===== src/rtl/mem_stage.sv =====
// MEM pipeline stage: issues loads/stores to the data cache, formats load data and owns the
// MEM/WB register feeding wb_stage.

typedef struct packed {
  logic       is_load;
  logic       is_store;
  logic [2:0] funct3;
  logic [4:0] rd;
  logic       en_rd;
} decoded_inst_t;

module mem_stage #(
  parameter int unsigned XLEN     = 64,
  parameter int unsigned ADDR_LSB = 3
) (
  input  logic                  clk,
  input  logic                  reset,
  input  decoded_inst_t         ex_inst,
  input  logic                  ex_is_bubble,
  input  logic [XLEN-1:0]       ex_alu_result,
  input  logic [XLEN-1:0]       ex_store_data,
  input  logic                  wb_stall,
  output logic                  mem_stall,
  output logic                  dc_req_valid,
  input  logic                  dc_req_ready,
  output logic [XLEN-1:0]       dc_req_addr,
  output logic                  dc_req_we,
  output logic [XLEN-1:0]       dc_req_wdata,
  output logic [XLEN/8-1:0]     dc_req_wstrb,
  input  logic                  dc_resp_valid,
  input  logic [XLEN-1:0]       dc_resp_rdata,
  output decoded_inst_t         wb_inst,
  output logic                  wb_is_bubble,
  output logic [XLEN-1:0]       wb_alu_result,
  output logic [XLEN-1:0]       wb_mem_result
);

  localparam int unsigned StrbW = XLEN / 8;

  typedef enum logic [1:0] {
    StIdle,
    StReq,
    StWait,
    StDone
  } state_e;

  state_e r_state;
  state_e w_state_next;

  logic                w_memop;
  logic [1:0]          w_size;
  logic                w_unsigned;
  logic [ADDR_LSB-1:0] w_off;
  logic [StrbW-1:0]    w_size_mask;
  logic [StrbW-1:0]    w_wstrb;
  logic [XLEN-1:0]     w_wdata;
  logic [XLEN-1:0]     w_addr_aligned;
  logic [XLEN-1:0]     w_load_word;
  logic [XLEN-1:0]     w_load_fmt;

  logic [XLEN-1:0]     r_req_addr;
  logic                r_req_we;
  logic [XLEN-1:0]     r_req_wdata;
  logic [StrbW-1:0]    r_req_wstrb;
  logic [XLEN-1:0]     r_rdata;

  decoded_inst_t       r_wb_inst;
  logic                r_wb_is_bubble;
  logic [XLEN-1:0]     r_wb_alu_result;
  logic [XLEN-1:0]     r_wb_mem_result;

  assign w_memop        = !ex_is_bubble && (ex_inst.is_load || ex_inst.is_store);
  assign w_size         = ex_inst.funct3[1:0];
  assign w_unsigned     = ex_inst.funct3[2];
  assign w_off          = ex_alu_result[ADDR_LSB-1:0];
  assign w_addr_aligned = {ex_alu_result[XLEN-1:ADDR_LSB], {ADDR_LSB{1'b0}}};

  // Store lane placement
  always_comb begin
    w_size_mask = '0;
    case (w_size)
      2'd0:    w_size_mask = StrbW'(8'h01);
      2'd1:    w_size_mask = StrbW'(8'h03);
      2'd2:    w_size_mask = StrbW'(8'h0F);
      default: w_size_mask = StrbW'(8'hFF);
    endcase
    w_wstrb = w_size_mask << w_off;
    w_wdata = ex_store_data << {w_off, 3'b000};
  end

  // Load lane extraction and sign/zero extension
  always_comb begin
    w_load_word = dc_resp_rdata >> {w_off, 3'b000};
    w_load_fmt  = w_load_word;
    case (w_size)
      2'd0: w_load_fmt = {{(XLEN-8){~w_unsigned & w_load_word[7]}}, w_load_word[7:0]};
      2'd1: w_load_fmt = {{(XLEN-16){~w_unsigned & w_load_word[15]}}, w_load_word[15:0]};
      2'd2: w_load_fmt = {{(XLEN-32){~w_unsigned & w_load_word[31]}}, w_load_word[31:0]};
      default: w_load_fmt = w_load_word;
    endcase
  end

  always_comb begin
    w_state_next = r_state;
    case (r_state)
      StIdle:  if (w_memop)       w_state_next = StReq;
      StReq:   if (dc_req_ready)  w_state_next = StWait;
      StWait:  if (dc_resp_valid) w_state_next = StDone;
      StDone:  if (!wb_stall)     w_state_next = StIdle;
      default:                    w_state_next = StIdle;
    endcase
  end

  always_ff @(posedge clk) begin
    if (reset) begin
      r_state <= StIdle;
    end else begin
      r_state <= w_state_next;
    end
  end

  // Request fields are captured on IDLE->REQ so they stay stable until the handshake
  always_ff @(posedge clk) begin
    if (reset) begin
      r_req_addr  <= '0;
      r_req_we    <= 1'b0;
      r_req_wdata <= '0;
      r_req_wstrb <= '0;
    end else if (r_state == StIdle && w_memop) begin
      r_req_addr  <= w_addr_aligned;
      r_req_we    <= ex_inst.is_store;
      r_req_wdata <= ex_inst.is_store ? w_wdata : '0;
      r_req_wstrb <= ex_inst.is_store ? w_wstrb : '0;
    end
  end

  always_ff @(posedge clk) begin
    if (reset) begin
      r_rdata <= '0;
    end else if (r_state == StWait && dc_resp_valid) begin
      r_rdata <= w_load_fmt;
    end
  end

  assign mem_stall    = wb_stall || (w_memop && r_state != StDone);
  assign dc_req_valid = (r_state == StReq);
  assign dc_req_addr  = r_req_addr;
  assign dc_req_we    = r_req_we;
  assign dc_req_wdata = r_req_wdata;
  assign dc_req_wstrb = r_req_wstrb;

  always_ff @(posedge clk) begin
    if (reset) begin
      r_wb_inst       <= '0;
      r_wb_is_bubble  <= 1'b1;
      r_wb_alu_result <= '0;
      r_wb_mem_result <= '0;
    end else if (!wb_stall) begin
      if (mem_stall) begin
        r_wb_inst       <= '0;
        r_wb_is_bubble  <= 1'b1;
        r_wb_alu_result <= '0;
        r_wb_mem_result <= '0;
      end else begin
        r_wb_inst       <= ex_inst;
        r_wb_is_bubble  <= ex_is_bubble;
        r_wb_alu_result <= ex_alu_result;
        r_wb_mem_result <= (!ex_is_bubble && ex_inst.is_load) ? r_rdata : '0;
      end
    end
  end

  assign wb_inst       = r_wb_inst;
  assign wb_is_bubble  = r_wb_is_bubble;
  assign wb_alu_result = r_wb_alu_result;
  assign wb_mem_result = r_wb_mem_result;

endmodule

===== config.mk =====
export PLATFORM = sky130hd
export DESIGN_NAME = mem_stage
export DESIGN_NICKNAME = d
export VERILOG_FILES = /design/src/rtl/mem_stage.sv
export SDC_FILE = /design/constraint.sdc
export NUM_CORES = 1
export LEC_CHECK = 0
export ABC_AREA = 1
export BUFFER_PORTS_ARGS = -buffer_cell sky130_fd_sc_hd__buf_2
export CAP_MARGIN = 5
export CORE_MARGIN = 2
export CORE_UTILIZATION = 25
export CTS_CLUSTER_SIZE = 40
export DETAILED_ROUTE_END_ITERATION = 6
export GPL_ROUTABILITY_DRIVEN = 0
export PLACE_DENSITY = 0.44
export SYNTH_ARGS = -nofsm -noshare
export SYNTH_HDL_FRONTEND = slang
export SYNTH_SLANG_ARGS = --single-unit

===== constraint.sdc =====
create_clock -name clk -period 1.49 [get_ports clk]
set_input_delay 0.2235 -clock clk [delete_from_list [all_inputs] [get_ports clk]]
set_output_delay 0.2235 -clock clk [all_outputs]
set_load 0.005 [all_outputs]

---- Yosys cells after proc, flatten, opt, wreduce, memory -nomap -nowiden ----
Cells that the tools add are included.
word-level totals
  flip-flop bits (word level) ............. 340
  output and inout bits ................... 279
  word-level logic and storage cells ...... 56
operators by class
  equality and inequality tests ........... 10
  shift operators ......................... 3
  mux-type cells .......................... 14
  bitwise logic cells ..................... 4
  reductions and logical operators ........ 11
operator list
  operator                                                               number
  64-bit 2-to-1 mux                                                      4
  64-bit case mux with 3 select lines                                    1
  64-bit by 6-bit << shifter with 64-bit output                          1
  64-bit by 6-bit >> shifter with 64-bit output                          1
  8-bit case mux with 3 select lines                                     1
  11-bit 2-to-1 mux                                                      1
  2-bit 2-to-1 mux                                                       4
  8-bit 2-to-1 mux                                                       1
  2-bit != test, second input constant                                   4
  2-bit case mux with 4 select lines                                     1
  8-bit by 3-bit << shifter with 8-bit output                            1
  2-bit equality test, second input constant                             3
  1-bit logical AND                                                      5
  2-bit by 1-bit equality test with 1-bit output, second input constant  2
  2-bit logical NOT                                                      2
  4-bit AND reduction                                                    1
  1-bit AND                                                              3
  1-bit logical OR                                                       2
  2-bit by 1-bit != test with 1-bit output, second input constant        1
  1-bit logical NOT                                                      1
  1-bit 2-to-1 mux                                                       1
  1-bit NOT                                                              1

---- Depth between registers and ports, before layout ----
  depth in word-level cells ............... 5
  mapped depth ............................ 12

---- Worst setup path before layout ----
OpenSTA, ideal clock, no wires.
  kind .................................... register to register
  from .................................... reg r_state[0]
  to ...................................... reg r_rdata[24]
  arrival time ............................ 1517 ps
  setup slack ............................. -144 ps
  cell stages (with the launch flop) ...... 10
  buffers on the path ..................... 2
  clock period less this slack ............ 1634 ps
  path through ............................ dfxtp_1 inv_1 ha_1 nand2_1 clkinv_1 clkbuf_1 clkbuf_1 o21ai_0 nor2_1 nor2_1
between the ends
  longest elaborated chain between the ends .. 2
ends and longest elaborated chain
  what                      RTL line  RTL
  start: declaration        47        state_e r_state;
  start signal: assignment  116       r_state <= StIdle;
  start signal: assignment  118       r_state <= w_state_next;
  2-bit equality test       140       end else if (r_state == StWait && dc_resp_valid) begin
  1-bit logical AND         140
  end signal: assignment    141       r_rdata <= w_load_fmt;
  end: declaration          65        logic [XLEN-1:0] r_rdata;
Every way passes these cells.
A chain may end at the register's enable or synchronous reset.

---- Worst setup path after layout ----
  from .................................... reg r_state[1]
  to ...................................... out mem_stall
between the ends
  longest elaborated chain between the ends .. 3
ends and longest elaborated chain
  what               RTL line  RTL
  2-bit != test      145       assign mem_stall = wb_stall || (w_memop && r_state != StDone);
  1-bit logical AND  145
  1-bit logical OR   145
  end: declaration   23        output logic mem_stall,
Every way passes these cells.

==> impl_metrics.toml <==
[cells_and_area]
layout_common_cells = "nand2_1 (777), buf_2 (479), dfxtp_1 (338)"
fin_util = 0.405
nets = 3301
areaGrowthSynthToFinish_pct = 59.8
fill_cells = 6600
layout_commonest_cell = "nand2_1"
drive_gt1_frac = 0.323

[worst_setup_path]
max_stage_delay_ns = 0.36
cpMostUsedCell = "buf_6"
worstPathRequired_ns = 1.27
crit_path_start = "r_state[1]"
worstReg2RegEnd = "dc_req_wdata[42]"
startpoint_type = "flip-flop"
critPathTopFamily = "flip-flops"
cp.arrival_ns = 1.61
rrSetupSlack_ns = -0.32
r2r_cells = 15
cp-end-kind = "output port"
endpoint = "mem_stall"
path_max_fanout = 3
cp.depth = 5
path_class = "reg2out"
r2r_start = "r_state[1]"
crit_chain = "ha_4, or2_4, nand2_4, buf_6, buf_6"
critical_path.slowest_cell = "dfxtp_4"
cp_num_buf_inv = 2

[timing]
timing.final.crit_share = 1.23
tns_ns = -51.60
slew_headroom = 0.571
fmax_mhz = 546
hold_viol_final = 0
fin_crit_ns = 1.83
slew_violations = 0
worstMarginPinSlew_ns = 0.636
setup_slack_ns = -0.340
rsz0062_at_grt = "true"
fin_worst_skew_ns = 0.0346
setup_viol = 333

[global_route]
met1_usage = 0.273
groute.usage.overall = 0.228
antenna_found_initial = 31
grt_pass1_vias = 18444
use_met3 = 0.0665
grt_pass1_wl_microns = 116000
overflow = 0
busiest_layer = "met2"
use_met2 = 0.388
grt_max_degree = 113

[die]
die_width_microns = 257
ios = 488
die_area_sq_mm = 0.0662
fp.dieH_microns = 257
core_area_sq_mm = 0.0632
rows = 92
initial_utilization = 0.254

[power_and_ir_drop]
power.density_mw_per_mm2 = 1190
p_leak_nw = 12.3
ir_drop_mv = 0.645

[clock_network]
clk_latency_ns = 0.59
cts_buffers = 44
clockBufferDepth = 3
clock_sinks = 340
htreeDepth = 2
clock-root-buffer = "clkbuf_16"
cts_tree = "built"
clk_pin_slew_ns = 0.06

[synth]
yosysUniqueCellTypes = 32
syn_area_sq_mm = 0.0160
ys_ff_latch = 340
synth.avg_cell_area_sq_um = 6.63
yosysWarningCount = 0
synthCells = 2419
ys_seq_area_frac = 0.425

[route]
drt_first_pass_iters = 5
via_count = 19059
ant_nets = 0
route.detailed.drc = 0
totalWireLength_microns = 80000
viasPerCell = 4.80
first_iter_violations = 1590
wl_per_cell_microns = 20.1

[run_status]
status = "complete, but fails checks"
violations = "negative setup slack"

[placement]
pre_cts_ws_ns = -0.325
dp_hpwl_microns = 55000
numPortBuffers = 484

[flow_run]
maxCapViolations = 0

[hold_path]
holdCritPathClass = "in2reg"
cells in the mapped netlist (all sizes together):
cell type,count,share of area
inv,148,0.035
or2,13,0.0051
o21ai,95,0.030
nand4,96,0.037
dfxtp,340,0.42
o211ai,27,0.013
clkbuf,110,0.026
nor2,148,0.036
nor3,2,0.00062
buf,83,0.028
a22oi,1,0.00047
o211a,1,0.00062
mux2i,16,0.010
clkinv,4,0.00094
conb,1,0.00023
and2,6,0.0023
nand2,856,0.20
a31oi,9,0.0035
ha,4,0.0031
a21oi,293,0.091
o22ai,8,0.0031
nand3,158,0.050
worst min-delay path, delay by kind of cell:
family / cells / cell delay [ns]
buffers and inverters: 2 / 0.26
AND/OR/NAND/NOR: 1 / 0.06
AO/OA/AOI/OAI: 1 / 0.05
final cells by class:
cell class	count	area, sq um	area share
multi-input combinational	1736	8660	0.338
clock inverter	13	235	0.00918
tap	846	1060	0.0413
clock buffer	61	1260	0.0491
antenna	12	30.0	0.00117
sequential	340	6810	0.266
inverter	152	666	0.0260
timing repair inverter	2	27.5	0.00107
timing repair buffer	812	6860	0.268
sequential cells by signal, summed over array words and instances, names as in the netlist:
name / count
wb_inst: 11
dc_req_wstrb: 8
wb_alu_result: 64
wb_is_bubble: 1
dc_req_we: 1
r_rdata: 64
dc_req_addr: 61
r_state: 2
dc_req_wdata: 64
wb_mem_result: 64
layer usage:
layer,up-vias,part of all wire
met4,36,0.036
met1,8964,0.40
met2,647,0.48
met5,-,0.0034
met3,177,0.080
li1,9235,-
logic make-up (layout without fill, tap and decap cells):
kind of cell             Yosys count  in the layout  synth area share
buffers and inverters            345           1040            0.0891
AO/OA/AOI/OAI                    434            434             0.141
adder cells (fa/ha/maj)            4              4           0.00312
multiplexers                      16             16           0.00999
other                              1             15          0.000234
flip-flops                       340            340             0.425
AND/OR/NAND/NOR                 1279           1279             0.331
worst min path at each step:
stage	from	end	depth (start not counted)	slack [ns]
global placement	wb_mem_result[63]	wb_mem_result[63]	2	0.45
CTS	ex_inst[6]	wb_inst[6]	4	0.02
floorplan	ex_is_bubble	wb_is_bubble	2	0.35
finish	ex_inst[6]	wb_inst[6]	4	0.05
detailed placement	wb_mem_result[63]	wb_mem_result[63]	2	0.45
global route	ex_inst[6]	wb_inst[6]	4	0.05
where the power goes:
part / internal (mW) / total [mW] / switching [mW]
logic: 4.30 / 8.84 / 4.54
registers: 9.97 / 10.5 / 0.552
clock network: 6.90 / 11.2 / 4.32
through the flow:
step                      area (sq um)  std cells  hold WS [ns]  total power [mW]
final                            25600       3974        0.0459              30.6
after global routing             25600       3968        0.0529              32.0
after floorplan                  16100       2421         0.351              13.6
after CTS                        24500       3930        0.0177              30.1
after detailed placement         20300       3714         0.449              16.4
after global placement           20300       3714         0.448              16.4
timing repair:
item / in CTS / in global routing
buffers inserted: 33 / 21
setup endpoints to repair: 329 / 339
pin swaps: 32 / 47
hold buffers: 79 / 0
resized for setup: 211 / 159
gates cloned: 31 / 15
hold endpoints to repair: 150 / 0
(Power assumes the default switching activity.)
